===== src/rtl/config_stream_loader.sv =====
`default_nettype none
// ============================================================================
// Module   : config_stream_loader
// Purpose  : Unpacks a header/(addr,data)/checksum stream onto the tile
//            array's broadcast config_addr/config_data bus.
// Revision : 1.0 - initial release
// ============================================================================
module config_stream_loader #(
    parameter logic [31:0] IDLE_ADDR = 32'hFFFF_FFFF,
    parameter int          COUNT_W   = 16
) (
    input  logic               clk,
    input  logic               reset,
    input  logic [31:0]        in_data,
    input  logic               in_valid,
    output logic               in_ready,
    output logic [31:0]        config_addr,
    output logic [31:0]        config_data,
    output logic               busy,
    output logic               done,
    output logic               error,
    output logic [COUNT_W-1:0] pairs_written
);

    localparam logic [COUNT_W-1:0] c_CNT_ZERO = '0;
    localparam logic [COUNT_W-1:0] c_CNT_ONE  = {{(COUNT_W-1){1'b0}}, 1'b1};

    typedef enum logic [2:0] {
        S_HDR   = 3'd0,
        S_ADDR  = 3'd1,
        S_DATA  = 3'd2,
        S_WRITE = 3'd3,
        S_CHECK = 3'd4,
        S_DONE  = 3'd5
    } state_t;

    state_t               r_state;
    state_t               w_next_state;
    logic                 w_in_ready;
    logic                 w_accept;
    logic [COUNT_W-1:0]   r_remaining;
    logic [31:0]          r_addr_reg;
    logic [31:0]          r_checksum;
    logic [31:0]          r_config_addr;
    logic [31:0]          r_config_data;
    logic                 r_busy;
    logic                 r_done;
    logic                 r_error;
    logic [COUNT_W-1:0]   r_pairs_written;

    assign w_accept = in_valid && w_in_ready;

    always_ff @(posedge clk) begin
        if (reset) begin
            r_state <= S_HDR;
        end else begin
            r_state <= w_next_state;
        end
    end

    always_comb begin
        w_next_state = r_state;
        w_in_ready   = 1'b1;
        case (r_state)
            S_HDR: begin
                if (w_accept) begin
                    w_next_state = (in_data[COUNT_W-1:0] != c_CNT_ZERO) ? S_ADDR : S_CHECK;
                end
            end
            S_ADDR: begin
                if (w_accept) begin
                    w_next_state = S_DATA;
                end
            end
            S_DATA: begin
                if (w_accept) begin
                    w_next_state = S_WRITE;
                end
            end
            S_WRITE: begin
                w_in_ready   = 1'b0;
                // Last pair when the counter is about to reach zero.
                w_next_state = (r_remaining != c_CNT_ONE) ? S_ADDR : S_CHECK;
            end
            S_CHECK: begin
                if (w_accept) begin
                    w_next_state = S_DONE;
                end
            end
            S_DONE: begin
                w_in_ready   = 1'b0;
                w_next_state = S_HDR;
            end
            default: begin
                w_next_state = S_HDR;
            end
        endcase
    end

    // The bus is loaded on the DATA accept so it is already valid, from a
    // register, throughout the WRITE cycle; it reverts to idle the cycle after.
    always_ff @(posedge clk) begin
        if (reset) begin
            r_remaining     <= c_CNT_ZERO;
            r_addr_reg      <= 32'h0;
            r_checksum      <= 32'h0;
            r_config_addr   <= IDLE_ADDR;
            r_config_data   <= 32'h0;
            r_busy          <= 1'b0;
            r_done          <= 1'b0;
            r_error         <= 1'b0;
            r_pairs_written <= c_CNT_ZERO;
        end else begin
            r_done        <= 1'b0;
            r_config_addr <= IDLE_ADDR;
            case (r_state)
                S_HDR: begin
                    if (w_accept) begin
                        r_remaining     <= in_data[COUNT_W-1:0];
                        r_checksum      <= in_data;
                        r_pairs_written <= c_CNT_ZERO;
                        r_error         <= 1'b0;
                        r_busy          <= 1'b1;
                    end
                end
                S_ADDR: begin
                    if (w_accept) begin
                        r_addr_reg <= in_data;
                        r_checksum <= r_checksum ^ in_data;
                    end
                end
                S_DATA: begin
                    if (w_accept) begin
                        r_config_data <= in_data;
                        r_config_addr <= r_addr_reg;
                        r_checksum    <= r_checksum ^ in_data;
                    end
                end
                S_WRITE: begin
                    r_pairs_written <= r_pairs_written + c_CNT_ONE;
                    r_remaining     <= r_remaining - c_CNT_ONE;
                end
                S_CHECK: begin
                    if (w_accept) begin
                        r_error <= (in_data != r_checksum);
                        r_done  <= 1'b1;
                        r_busy  <= 1'b0;
                    end
                end
                default: begin
                end
            endcase
        end
    end

    assign in_ready      = w_in_ready;
    assign config_addr   = r_config_addr;
    assign config_data   = r_config_data;
    assign busy          = r_busy;
    assign done          = r_done;
    assign error         = r_error;
    assign pairs_written = r_pairs_written;

endmodule
`default_nettype wire

===== config.mk =====
export PLATFORM = sky130hd
export DESIGN_NAME = config_stream_loader
export DESIGN_NICKNAME = d
export VERILOG_FILES = /design/src/rtl/config_stream_loader.sv
export SDC_FILE = /design/constraint.sdc
export NUM_CORES = 1
export LEC_CHECK = 0
export BUFFER_PORTS_ARGS = -buffer_cell sky130_fd_sc_hd__buf_4
export CAP_MARGIN = 20
export CORE_ASPECT_RATIO = 1.5
export CORE_MARGIN = 5
export CORE_UTILIZATION = 38
export CTS_BUF_LIST = sky130_fd_sc_hd__clkbuf_8
export CTS_CLUSTER_SIZE = 28
export DETAILED_ROUTE_END_ITERATION = 7
export GPL_TIMING_DRIVEN = 0
export SLEW_MARGIN = 20
export SYNTH_ARGS = -nofsm -noshare
export SYNTH_HDL_FRONTEND = slang
export SYNTH_SLANG_ARGS = --single-unit

===== constraint.sdc =====
create_clock -name clk -period 2.42 [get_ports clk]
set_input_delay 0.121 -clock clk [delete_from_list [all_inputs] [get_ports clk]]
set_output_delay 0.121 -clock clk [all_outputs]
set_load 0.01 [all_outputs]

==> results of run 1 <==
## through the flow
stage	instance area, sq um	setup TNS (ns)	hold WS (ns)	std cells
6_report	8616	0	0.04912	1209
5_1_grt	8616	0	0.05746	1209
4_1_cts	8596	0	0.02498	1209
3_5_place_dp	7861	0	0.4072	1146
3_3_place_gp	7855	-5.839	0.4050	1146
2_1_floorplan	6710	0	0.2570	816
## logic make-up after synthesis
| kind of cell | synth area share [%] |
|---|---|
| muxes | 0.5034 |
| adders and majority gates | 0.5594 |
| xor gates and xnor gates | 8.727 |
| and+or+nand+nor | 25.81 |
| buffers and inverters | 3.356 |
| DFF | 49.52 |
| AOI/OAI and AO/OA | 11.52 |
## power groups by stage
stage | combinational (mW) | sequential (mW) | clock [mW]
6_report | 0.762 | 2.92 | 2.10
5_1_grt | 0.843 | 2.93 | 2.28
4_1_cts | 0.765 | 2.92 | 2.15
3_5_place_dp | 0.718 | 2.98 | 0
3_3_place_gp | 0.713 | 2.98 | 0
2_1_floorplan | 0.434 | 2.98 | 0
## layer usage
metal	wire length [um]	vias up	GRT usage, %
met5	0	-	0
li1	-	3085	-
met2	10240	152	34.32
met4	493	0	7.234
met3	920	32	4.020
met1	8186	2893	22.63
## worst paths after layout
path                       start         endpoint  slack [ns]  cells after the start
setup / recovery  r_remaining[7]  r_remaining[15]        0.17                      5
hold reg to reg   r_addr_reg[19]  config_addr[19]        0.44                      1
setup reg to reg  r_remaining[7]  r_remaining[15]        0.17                      5
hold / removal          in_valid       r_state[0]        0.05                      3
## tightest hold or removal path, stage by stage
cell and delay (ns):
clkbuf_1 0.17, nor2_1 0.11, a2111oi_0 0.06
## Yosys cell counts (2+ instances only)
library cell,number
a21oi_1,90
a221oi_1,3
a222oi_1,2
a22oi_1,3
a311oi_1,3
a31oi_1,5
buf_1,2
clkbuf_1,52
dfxtp_1,166
ha_1,3
inv_1,6
mux2_2,3
nand2_1,210
nand3_1,9
nand3b_1,3
nand4_1,8
nor2_1,70
nor2b_1,3
nor3_1,7
nor4_1,15
o211ai_1,9
o21a_1,2
o21ai_0,9
o311ai_0,3
or2_2,3
or3_1,38
or3_2,2
or4_1,2
or4b_2,2
xnor2_1,32
xor2_1,33
## what timing repair did
item	in CTS	in global routing
hold buffers	32	0
gates resized for setup	0	3
setup endpoints to repair	0	6
hold endpoints to repair	69	0
## layout make-up
class                   instances  area, sq um
well taps                     213        266.5
fillers                      1699         8732
flip-flops and latches        166         3323
multi-input cells             590         3188
clock buffers                  19        261.5
repair buffers                149         1199
inverters                       6        22.52
clock inverters                12        152.6
plain buffers                  54        202.7
==> impl_table.tex, run 1 <==
\begin{tabular}{lr}
\hline
Metric & Value \\
\hline
\multicolumn{2}{l}{\textbf{Global route}} \\
\quad Vias in the first global route & a little under 6,000 \\
\quad Global-route wire length before repair & between 30,000 and 40,000 um \\
\quad Total track usage & between 10\% and 20\% \\
\quad GR Overflow Total & 0 \\
\quad Maximum number of pins on one net before global-route repair & 17 \\
\quad Antenna violations before repair & 0 \\
\multicolumn{2}{l}{\textbf{STA}} \\
\quad Max Slew Vio Count & 0 \\
\quad Actual slew at the worst max-slew pin & 0.7470 ns \\
\quad Achievable clock frequency & approximately 440 MHz \\
\quad Number of failing setup endpoints in the final timing report & 0 \\
\quad Crit share post-route & between 90\% and 100\% \\
\quad Total count of hold-check failures in the final report & 0 \\
\quad RSZ-0062 raised after global routing & false \\
\quad Max transition margin & about half \\
\quad Final worst clock skew & about 0.0076 ns \\
\quad Post-layout minimum cycle time & about 2.2 ns \\
\quad Final Worst Setup Slack & between 0.15 and 0.2 ns \\
\multicolumn{2}{l}{\textbf{Finish}} \\
\quad Final core area utilization & about half \\
\quad Fraction of layout cells with a size suffix above 1 & 16.57\% \\
\quad Count of nets after finishing & just over 1,000 \\
\quad Area growth from synthesis to layout & 28.40\% \\
\quad Commonest cells after routing, fill and taps aside & nand2\_1, dfxtp\_1, buf\_4 \\
\quad Inserted Diodes & 0 \\
\quad Commonest non-fill, non-tap cell in the layout & nand2\_1 \\
\multicolumn{2}{l}{\textbf{Setup path}} \\
\quad Setup CP Type & flop to flop \\
\quad Kind of cell adding the most delay to the critical path & simple AND/OR/NAND/NOR gates \\
\quad Endpoint required time on the critical path & between 2 and 3 ns \\
\quad Cells along the critical path & or4\_4, or3\_4, or4b\_4, xnor2\_2, o2bb2ai\_1 \\
\quad Largest fanout on the critical path & 8 \\
\quad Worst endpoint data arrival time & about 2.6 ns \\
\quad Element type at the critical path end & flop \\
\quad Crit path launch type & flop \\
\quad Number of buffer and inverter instances along the worst setup path & 0 \\
\quad Largest stage delay on the critical path & roughly 0.58 ns \\
\quad Critical path's slowest cell & or4\_4 \\
\multicolumn{2}{l}{\textbf{Synthesis}} \\
\quad Unique cell type count in the Yosys netlist & just under 50 \\
\quad Ys async rst share & 0\% \\
\quad Count of mapped cells out of synthesis & 816 \\
\quad Post-synth top area share & between 40\% and 50\% \\
\quad Net count of the mapped netlist & around 850 \\
\quad Count of synthesis-stage warnings from yosys & 0 \\
\quad Synth Flop Type & dfxtp\_1 \\
\quad Share of synthesized area occupied by flip-flops and latches & between 40\% and 50\% \\
\quad Leading cell types by total area after synthesis & dfxtp\_1, nand2\_1, a21oi\_1 \\
\quad Count of state elements after synthesis & 166 \\
\quad Area of the mapped netlist & 6710 sq um \\
\quad Number of enable-type register cells in the synthesized netlist & 0 \\
\quad Synth area leader & dfxtp\_1 \\
\quad Mean area per synthesized cell & about 8 sq um \\
\multicolumn{2}{l}{\textbf{Route}} \\
\quad Detailed Routing Iterations Pass 1 & 5 \\
\quad Vias & 6,162 \\
\quad Detailed Route WL & 19,840 um \\
\quad Residual DRC count & 0 \\
\quad Antenna-violating nets left & 0 \\
\quad Routed vias/inst & around 5.1 \\
\quad Wirelength per Cell & 16.41 um \\
\quad DRT iter0 DRCs & 354 \\
\multicolumn{2}{l}{\textbf{Placed design}} \\
\quad Detailed placer's ending HPWL & between 10,000 and 15,000 um \\
\quad Number of input and output port buffers inserted & 117 \\
\quad Dpl ws & approximately 0.11 ns \\
\quad Final Wtd Congestion & 0.8710 \\
\multicolumn{2}{l}{\textbf{Die}} \\
\quad Standard cell core area & about 17,000 sq um \\
\quad Die extent in x & $\sim$120 um \\
\quad Floorplan die height & about 170 um \\
\quad Number of rows created at floorplan & between 50 and 60 \\
\quad Top-Level Pins & roughly 120 \\
\quad Starting Density & 38.68\% \\
\quad Die area & 20,470 sq um \\
\multicolumn{2}{l}{\textbf{Pwr}} \\
\quad Combinational fraction of design power & a little over an eighth \\
\quad Worst IR Drop VDD & roughly 0.00035 V \\
\quad Portion of total power attributed to sequential cells & between 50 and 60\% \\
\quad Clock power frac & 36.3\% \\
\quad Total power & between 5 and 6 mW \\
\quad Cell-internal power & between 4 and 5 mW \\
\quad Leakage power total & 3.302 nW \\
\quad P\_sw & around 1.6 mW \\
\quad Cell Pwr Density & 671.0 nW/um\^{}2 \\
\quad Net switching share of the total power & approximately 27\% \\
\multicolumn{2}{l}{\textbf{Clocking}} \\
\quad Clock slew at reported path FFs & $\sim$0.090 ns \\
\quad Total CTS buffers & 17 \\
\quad Clock tree from TritonCTS & built \\
\quad Total number of clock tree sinks & 166 \\
\quad Largest buffer count on any clock path & 2 \\
\quad Cell at the root of the clock tree & clkbuf\_8 \\
\quad Clock latency on the worst-skew pair & 0.46 ns \\
\quad Deepest level of the CTS H-tree & 4 \\
\quad \# Post-CTS Setup Buffers & 0 \\
\multicolumn{2}{l}{\textbf{Run}} \\
\quad Number of max-capacitance violations reported & 0 \\
\multicolumn{2}{l}{\textbf{Min path}} \\
\quad Type of the worst min-delay path & input pin to flop \\
\multicolumn{2}{l}{\textbf{Status}} \\
\quad Run status & finished clean \\
\hline
\end{tabular}
Note: power is estimated with default switching activity, not from simulation.
==> inputs of run 2 (changes only) <==
CORE_MARGIN = 2   (was 5)
REMOVE_ABC_BUFFERS = 1   (was default)
==> run 2 against run 1 <==
Clock power rose by 7%. Non-clock buffer count fell by 37. Core utilization rose by 0.31 points. Fmax rose by 0.21%. Global-route usage fell by 1.1 points. Worst setup slack improved by 0.0048 ns. First-iteration DRC count rose by 4.2%. Count of clock-buffer cells in the layout rose by 2. Routed wire length fell by 12%. Via count fell by 3.7%. Flip-flop and latch count did not move.
==> impl_table.tex, run 2 (synthesis results as in run 1) <==
\begin{tabular}{lr}
\hline
Metric & Value \\
\hline
\multicolumn{2}{l}{\textbf{Global route}} \\
\quad GR Overflow Total & 0 (unchanged) \\
\quad Global-route wire length before repair & 27,650 um (-13\%) \\
\quad Vias in the first global route & 5,483 (-6.8\%) \\
\quad Antenna violations before repair & 1 (+1) \\
\quad Maximum number of pins on one net before global-route repair & 87 (+70) \\
\quad Total track usage & 18.16\% (-1.1 points) \\
\multicolumn{2}{l}{\textbf{Setup path}} \\
\quad Element type at the critical path end & flop \\
\quad Crit path launch type & flop \\
\quad Crit Reg-Reg Startpoint & r\_remaining[7] \\
\quad Largest fanout on the critical path & 8 (unchanged) \\
\quad Worst endpoint data arrival time & 2.57 ns (-0.02 ns) \\
\quad Launch point of the critical path & r\_remaining[7] \\
\quad Setup CP Type & flop to flop \\
\quad Endpoint required time on the critical path & 2.75 ns (about the same) \\
\multicolumn{2}{l}{\textbf{Clocking}} \\
\quad Largest buffer count on any clock path & 2 (unchanged) \\
\quad Cell at the root of the clock tree & clkbuf\_8 \\
\quad Deepest level of the CTS H-tree & 4 (unchanged) \\
\quad Clock latency on the worst-skew pair & 0.45 ns (about the same) \\
\quad Clock tree from TritonCTS & built \\
\quad Total number of clock tree sinks & 166 (unchanged) \\
\quad Total CTS buffers & 17 (unchanged) \\
\quad Clock slew at reported path FFs & 0.09 ns (about the same) \\
\multicolumn{2}{l}{\textbf{Placed design}} \\
\quad Number of input and output port buffers inserted & 118 (+0.85\%) \\
\quad Detailed placer's ending HPWL & 10,690 um (-26\%) \\
\quad Placed cells & 1,101 (-3.9\%) \\
\quad Final Wtd Congestion & 0.7657 (-12\%) \\
\multicolumn{2}{l}{\textbf{Finish}} \\
\quad Commonest non-fill, non-tap cell in the layout & nand2\_1 \\
\quad Area growth from synthesis to layout & 29.20\% \\
\quad Commonest cells after routing, fill and taps aside & nand2\_1, dfxtp\_1, buf\_4 \\
\quad Count of nets after finishing & 987 (-3.4\%) \\
\quad Inserted Diodes & 0 (unchanged) \\
\quad Fraction of layout cells with a size suffix above 1 & 19.75\% (+3.2 points) \\
\quad Number of fill cells & 1,698 (-0.059\%) \\
\quad Final core area utilization & 49.97\% (+0.31 points) \\
\quad Final Instance Count excl. Fillers & 1,175 (-2.8\%) \\
\multicolumn{2}{l}{\textbf{STA}} \\
\quad Number of failing setup endpoints in the final timing report & 0 (unchanged) \\
\quad Final worst clock skew & 0.009186 ns (+0.001562 ns) \\
\quad Post-layout minimum cycle time & 2.245 ns (-0.004807 ns) \\
\quad Max transition margin & 46.75\% (-3.4 points) \\
\quad Crit share post-route & 92.77\% (-0.20 points) \\
\quad Actual slew at the worst max-slew pin & 0.7987 ns (+0.05166 ns) \\
\quad Total count of hold-check failures in the final report & 0 (unchanged) \\
\quad Max Slew Vio Count & 0 (unchanged) \\
\quad Achievable clock frequency & 445.4 MHz (+0.21\%) \\
\quad RSZ-0062 raised after global routing & false \\
\multicolumn{2}{l}{\textbf{Route}} \\
\quad DRT iter0 DRCs & 369 (+4.2\%) \\
\quad Vias & 5,931 (-3.7\%) \\
\quad Detailed Routing Iterations Pass 1 & 5 (unchanged) \\
\quad Residual DRC count & 0 (unchanged) \\
\quad Wirelength per Cell & 14.79 um (-9.9\%) \\
\quad Antenna-violating nets left & 0 (unchanged) \\
\quad Detailed Route WL & 17,380 um (-12\%) \\
\quad Routed vias/inst & 5.048 (-0.96\%) \\
\multicolumn{2}{l}{\textbf{Die}} \\
\quad Floorplan die height & 166.8 um (-3.5\%) \\
\quad Number of rows created at floorplan & 59 (unchanged) \\
\quad Die extent in x & 112.5 um (-5.1\%) \\
\quad Die area & 18,760 sq um (-8.4\%) \\
\quad Top-Level Pins & 119 (unchanged) \\
\quad Starting Density & 38.68\% (unchanged) \\
\quad Standard cell core area & 17,350 sq um (unchanged) \\
\multicolumn{2}{l}{\textbf{Min path}} \\
\quad Hold Path Origin & reset \\
\quad Type of the worst min-delay path & input pin to flop \\
\multicolumn{2}{l}{\textbf{Run}} \\
\quad Number of max-capacitance violations reported & 0 (unchanged) \\
\multicolumn{2}{l}{\textbf{Pwr}} \\
\quad Total power & 5.908 mW (+2.2\%) \\
\quad Cell Pwr Density & 681.5 nW/um\^{}2 (+1.6\%) \\
\quad Leakage power total & 3.364 nW (+1.9\%) \\
\quad Worst IR Drop VDD & 0.0003662 V (+3.3\%) \\
\multicolumn{2}{l}{\textbf{Status}} \\
\quad Run status & finished clean \\
\hline
\end{tabular}
run 2: critical path, cell delays in order, from the launching register on:
cell and delay, ns:
dfxtp_1 0.38, or4_4 0.59, or3_4 0.38, or4b_4 0.51
xnor2_2 0.14, o2bb2ai_1 0.12
run 2: worst paths after layout:
kind                endpoint  slack [ns]  depth (start not counted)
max          r_remaining[15]        0.18                          5
max reg2reg  r_remaining[15]        0.18                          5
min           r_checksum[16]        0.08                          2
min reg2reg  config_addr[31]        0.44                          1
run 2: through the flow:
| stage | instance area [sq um] | TNS [ns] | hold slack [ns] | setup WS (ns) |
|---|---|---|---|---|
| 2_1_floorplan | 6507 | -41.45 | 0.1901 | -0.9237 |
| 3_3_place_gp | 7660 | -242.73 | 0.4030 | -3.442 |
| 3_5_place_dp | 7796 | -5.422 | 0.4090 | -0.5303 |
| 6_report | 8670 | 0 | 0.07983 | 0.1750 |
| 4_1_cts | 8636 | 0 | 0.05595 | 0.03639 |
| 5_1_grt | 8670 | 0 | 0.06402 | 0.08224 |
run 2: where the power goes:
part / switching [mW] / leakage, nW / internal, mW
Clock: 1.01 / 0.234 / 1.24
Sequential: 0.0858 / 1.35 / 2.84
Combinational: 0.411 / 1.78 / 0.318
run 2: what timing repair did:
action                                 in CTS  in global routing
endpoints found under the hold margin      73                  0
gates resized for setup                     5                  1
buffers inserted                            4                  3
cloned                                      1                  1
hold buffers                               33                  0
pin swaps                                   1                  2
setup endpoints to repair                  20                 11
run 2: final cells by class:
class | count | area, sq um | area share [%]
clock buffers | 21 | 289.0 | 3.334
clock inverters | 11 | 171.4 | 1.977
inverters | 6 | 22.52 | 0.2598
multi-input cells | 592 | 3224 | 37.19
flip-flops and latches | 166 | 3327 | 38.37
well taps | 213 | 266.5 | 3.074
repair buffers | 166 | 1369 | 15.79
run 2: layer usage:
layer	wire, um	global-route usage (%)	up-vias
met5	13	0	-
met4	280	6.416	2
met3	615	4.003	21
met2	9017	32.71	111
met1	7452	20.96	2789
li1	-	-	3008
==> inputs of run 3 (changes only) <==
MAX_ROUTING_LAYER = met4   (was default)
==> run 3 against run 2 <==
Global-route usage grew 0.51 points. Critical path depth did not move. Worst setup slack got worse by 0.0035 ns. Count of clock-buffer cells in the layout is the same. Routed wire length about the same. Flip-flop and latch count unchanged. Critical path type unchanged. Critical endpoint unchanged. Largest cell class unchanged.
==> impl_table.tex, run 3 (synthesis results as in run 1) <==
\begin{tabular}{lr}
\hline
Metric & Value \\
\hline
\multicolumn{2}{l}{\textbf{STA}} \\
\quad Total count of hold-check failures in the final report & 0 (unchanged) \\
\quad Final worst clock skew & 0.009295 ns (+0.0001090 ns) \\
\quad Max transition margin & 46.28\% (-0.48 points) \\
\quad Number of failing setup endpoints in the final timing report & 0 (unchanged) \\
\quad Crit share post-route & 92.91\% (+0.15 points) \\
\quad Achievable clock frequency & 444.7 MHz (-0.16\%) \\
\quad Max Slew Vio Count & 0 (unchanged) \\
\quad RSZ-0062 raised after global routing & false \\
\quad Final Worst Setup Slack & 0.1715 ns (-0.003545 ns) \\
\quad Post-layout minimum cycle time & 2.249 ns (+0.003545 ns) \\
\quad Actual slew at the worst max-slew pin & 0.8058 ns (+0.007131 ns) \\
\multicolumn{2}{l}{\textbf{Setup path}} \\
\quad Worst endpoint data arrival time & 2.58 ns (about the same) \\
\quad Largest fanout on the critical path & 8 (unchanged) \\
\quad Element type at the critical path end & flop \\
\quad Setup CP Type & flop to flop \\
\quad Endpoint required time on the critical path & 2.75 ns (about the same) \\
\quad Crit path launch type & flop \\
\multicolumn{2}{l}{\textbf{Die}} \\
\quad Die extent in x & 112.5 um (unchanged) \\
\quad Number of rows created at floorplan & 59 (unchanged) \\
\quad Standard cell core area & 17,350 sq um (unchanged) \\
\quad Die area & 18,760 sq um (unchanged) \\
\quad Top-Level Pins & 119 (unchanged) \\
\quad Starting Density & 38.68\% (unchanged) \\
\quad Floorplan die height & 166.8 um (unchanged) \\
\multicolumn{2}{l}{\textbf{Route}} \\
\quad Detailed Routing Iterations Pass 1 & 4 (-1) \\
\quad Wire length the detailed router placed on met1 & 7513 um (+0.82\%) \\
\quad Antenna-violating nets left & 0 (unchanged) \\
\quad Met3 wire length & 551 um (-10\%) \\
\quad DRT iter0 DRCs & 369 (unchanged) \\
\quad Residual DRC count & 0 (unchanged) \\
\quad Wirelength per Cell & 14.76 um (-0.18\%) \\
\quad Vias & 5,949 (+0.30\%) \\
\quad Routed vias/inst & 5.059 (+0.22\%) \\
\quad Detailed Route WL & 17,360 um (about the same) \\
\quad Met2 wire length & 9088 um (+0.79\%) \\
\quad Max Used Layer & met4 \\
\multicolumn{2}{l}{\textbf{Min path}} \\
\quad Type of the worst min-delay path & input pin to flop \\
\multicolumn{2}{l}{\textbf{Placed design}} \\
\quad Detailed placer's ending HPWL & 10,690 um (unchanged) \\
\quad Dpl ws & -0.5303 ns (unchanged) \\
\quad Placed cells & 1,101 (unchanged) \\
\quad Number of input and output port buffers inserted & 118 (unchanged) \\
\quad Final Wtd Congestion & 0.7759 (+1.3\%) \\
\multicolumn{2}{l}{\textbf{Pwr}} \\
\quad P\_sw & 1.503 mW (-0.22\%) \\
\quad Clock power frac & 38.0\% (about the same) \\
\quad Net switching share of the total power & 25.46\% (-0.042 points) \\
\quad Worst IR Drop VDD & 0.0003681 V (+0.51\%) \\
\quad Cell Pwr Density & 680.9 nW/um\^{}2 (about the same) \\
\quad Cell-internal power & 4.401 mW (about the same) \\
\quad Portion of total power attributed to sequential cells & 49.6\% (about the same) \\
\quad Combinational fraction of design power & 12.3\% (about the same) \\
\quad Leakage power total & 3.364 nW (about the same) \\
\multicolumn{2}{l}{\textbf{Clocking}} \\
\quad Total CTS buffers & 17 (unchanged) \\
\quad Cell at the root of the clock tree & clkbuf\_8 \\
\quad Deepest level of the CTS H-tree & 4 (unchanged) \\
\quad Largest buffer count on any clock path & 2 (unchanged) \\
\quad Clock slew at reported path FFs & 0.08 ns (about the same) \\
\quad Total number of clock tree sinks & 166 (unchanged) \\
\quad Clock latency on the worst-skew pair & 0.45 ns (about the same) \\
\quad Clock tree from TritonCTS & built \\
\multicolumn{2}{l}{\textbf{Global route}} \\
\quad Antenna violations before repair & 1 (unchanged) \\
\quad GR Overflow Total & 0 (unchanged) \\
\quad Global-route wire length before repair & 27,610 um (-0.13\%) \\
\quad Vias in the first global route & 5,483 (unchanged) \\
\quad Maximum number of pins on one net before global-route repair & 87 (unchanged) \\
\quad Total track usage & 18.67\% (+0.51 points) \\
\multicolumn{2}{l}{\textbf{Finish}} \\
\quad Commonest non-fill, non-tap cell in the layout & nand2\_1 \\
\quad Area growth from synthesis to layout & 29.24\% (about the same) \\
\quad Commonest cells after routing, fill and taps aside & nand2\_1, dfxtp\_1, buf\_4 \\
\quad Fraction of layout cells with a size suffix above 1 & 19.75\% (unchanged) \\
\quad Final core area utilization & 49.99\% (about the same) \\
\quad Count of nets after finishing & 987 (unchanged) \\
\quad Number of fill cells & 1,697 (-0.059\%) \\
\quad Final Instance Count excl. Fillers & 1,176 (+0.085\%) \\
\multicolumn{2}{l}{\textbf{Status}} \\
\quad Run status & finished clean \\
\multicolumn{2}{l}{\textbf{Run}} \\
\quad Number of max-capacitance violations reported & 0 (unchanged) \\
\hline
\end{tabular}
==> run 3: cell count changes in the layout (fill, tap and decap cells not counted), sizes merged <==
cell,delta
diode,+1
==> run 3: repair_timing <==
action | in CTS | in global routing
buffers inserted | 4 | 3
hold buffers | 33 | 0
gates resized for setup | 5 | 1
endpoints found under the hold margin | 73 | 0
pin swaps | 1 | 2
cloned | 1 | 1
setup endpoints to repair | 20 | 10
==> run 3: final cells by class <==
type	instances	area (sq um)	share of cell area [%]
diodes	1	2.502	0.02886
well taps	213	266.5	3.073
repair buffers	166	1369	15.78
flip-flops and latches	166	3327	38.36
clock inverters	11	171.4	1.977
multi-input cells	592	3224	37.18
clock buffers	21	289.0	3.333
inverters	6	22.52	0.2597
==> run 3: critical path, cell delays in order (launching register included) <==
cell and delay (ns):
dfxtp_1 0.38, or4_4 0.59, or3_4 0.39, or4b_4 0.51, xnor2_2 0.15, o2bb2ai_1 0.12
==> run 3: final timing paths <==
check,startpoint,endpoint,slack [ns],cells after the start
worst min-delay path,reset,config_data[27],0.09,2
worst max-delay path,r_remaining[7],r_remaining[15],0.17,5
worst max register to register,r_remaining[7],r_remaining[15],0.17,5
worst min register to register,r_addr_reg[31],config_addr[31],0.44,1
==> run 3: metal layers <==
metal	track usage, %	up-vias
met5	-	-
met2	32.63	113
li1	-	3008
met4	6.416	0
met1	21.03	2816
met3	3.894	12
==> run 3: per-stage QoR <==
stage / cell area, sq um / total power, mW / TNS [ns] / hold slack (ns)
2_1_floorplan: 6507 / 3.362 / -41.45 / 0.1901
3_3_place_gp: 7660 / 3.644 / -242.73 / 0.4030
3_5_place_dp: 7796 / 3.670 / -5.422 / 0.4090
4_1_cts: 8636 / 5.974 / 0 / 0.05595
5_1_grt: 8672 / 6.166 / 0 / 0.06800
6_report: 8672 / 5.905 / 0 / 0.08543
==> run 3: power by group through the flow <==
stage	Clock (mW)	Combinational, mW	Sequential, mW
4_1_cts	2.31	0.732	2.93
3_5_place_dp	0	0.682	2.99
3_3_place_gp	0	0.660	2.98
6_report	2.25	0.729	2.93
5_1_grt	2.41	0.813	2.95
2_1_floorplan	0	0.379	2.98
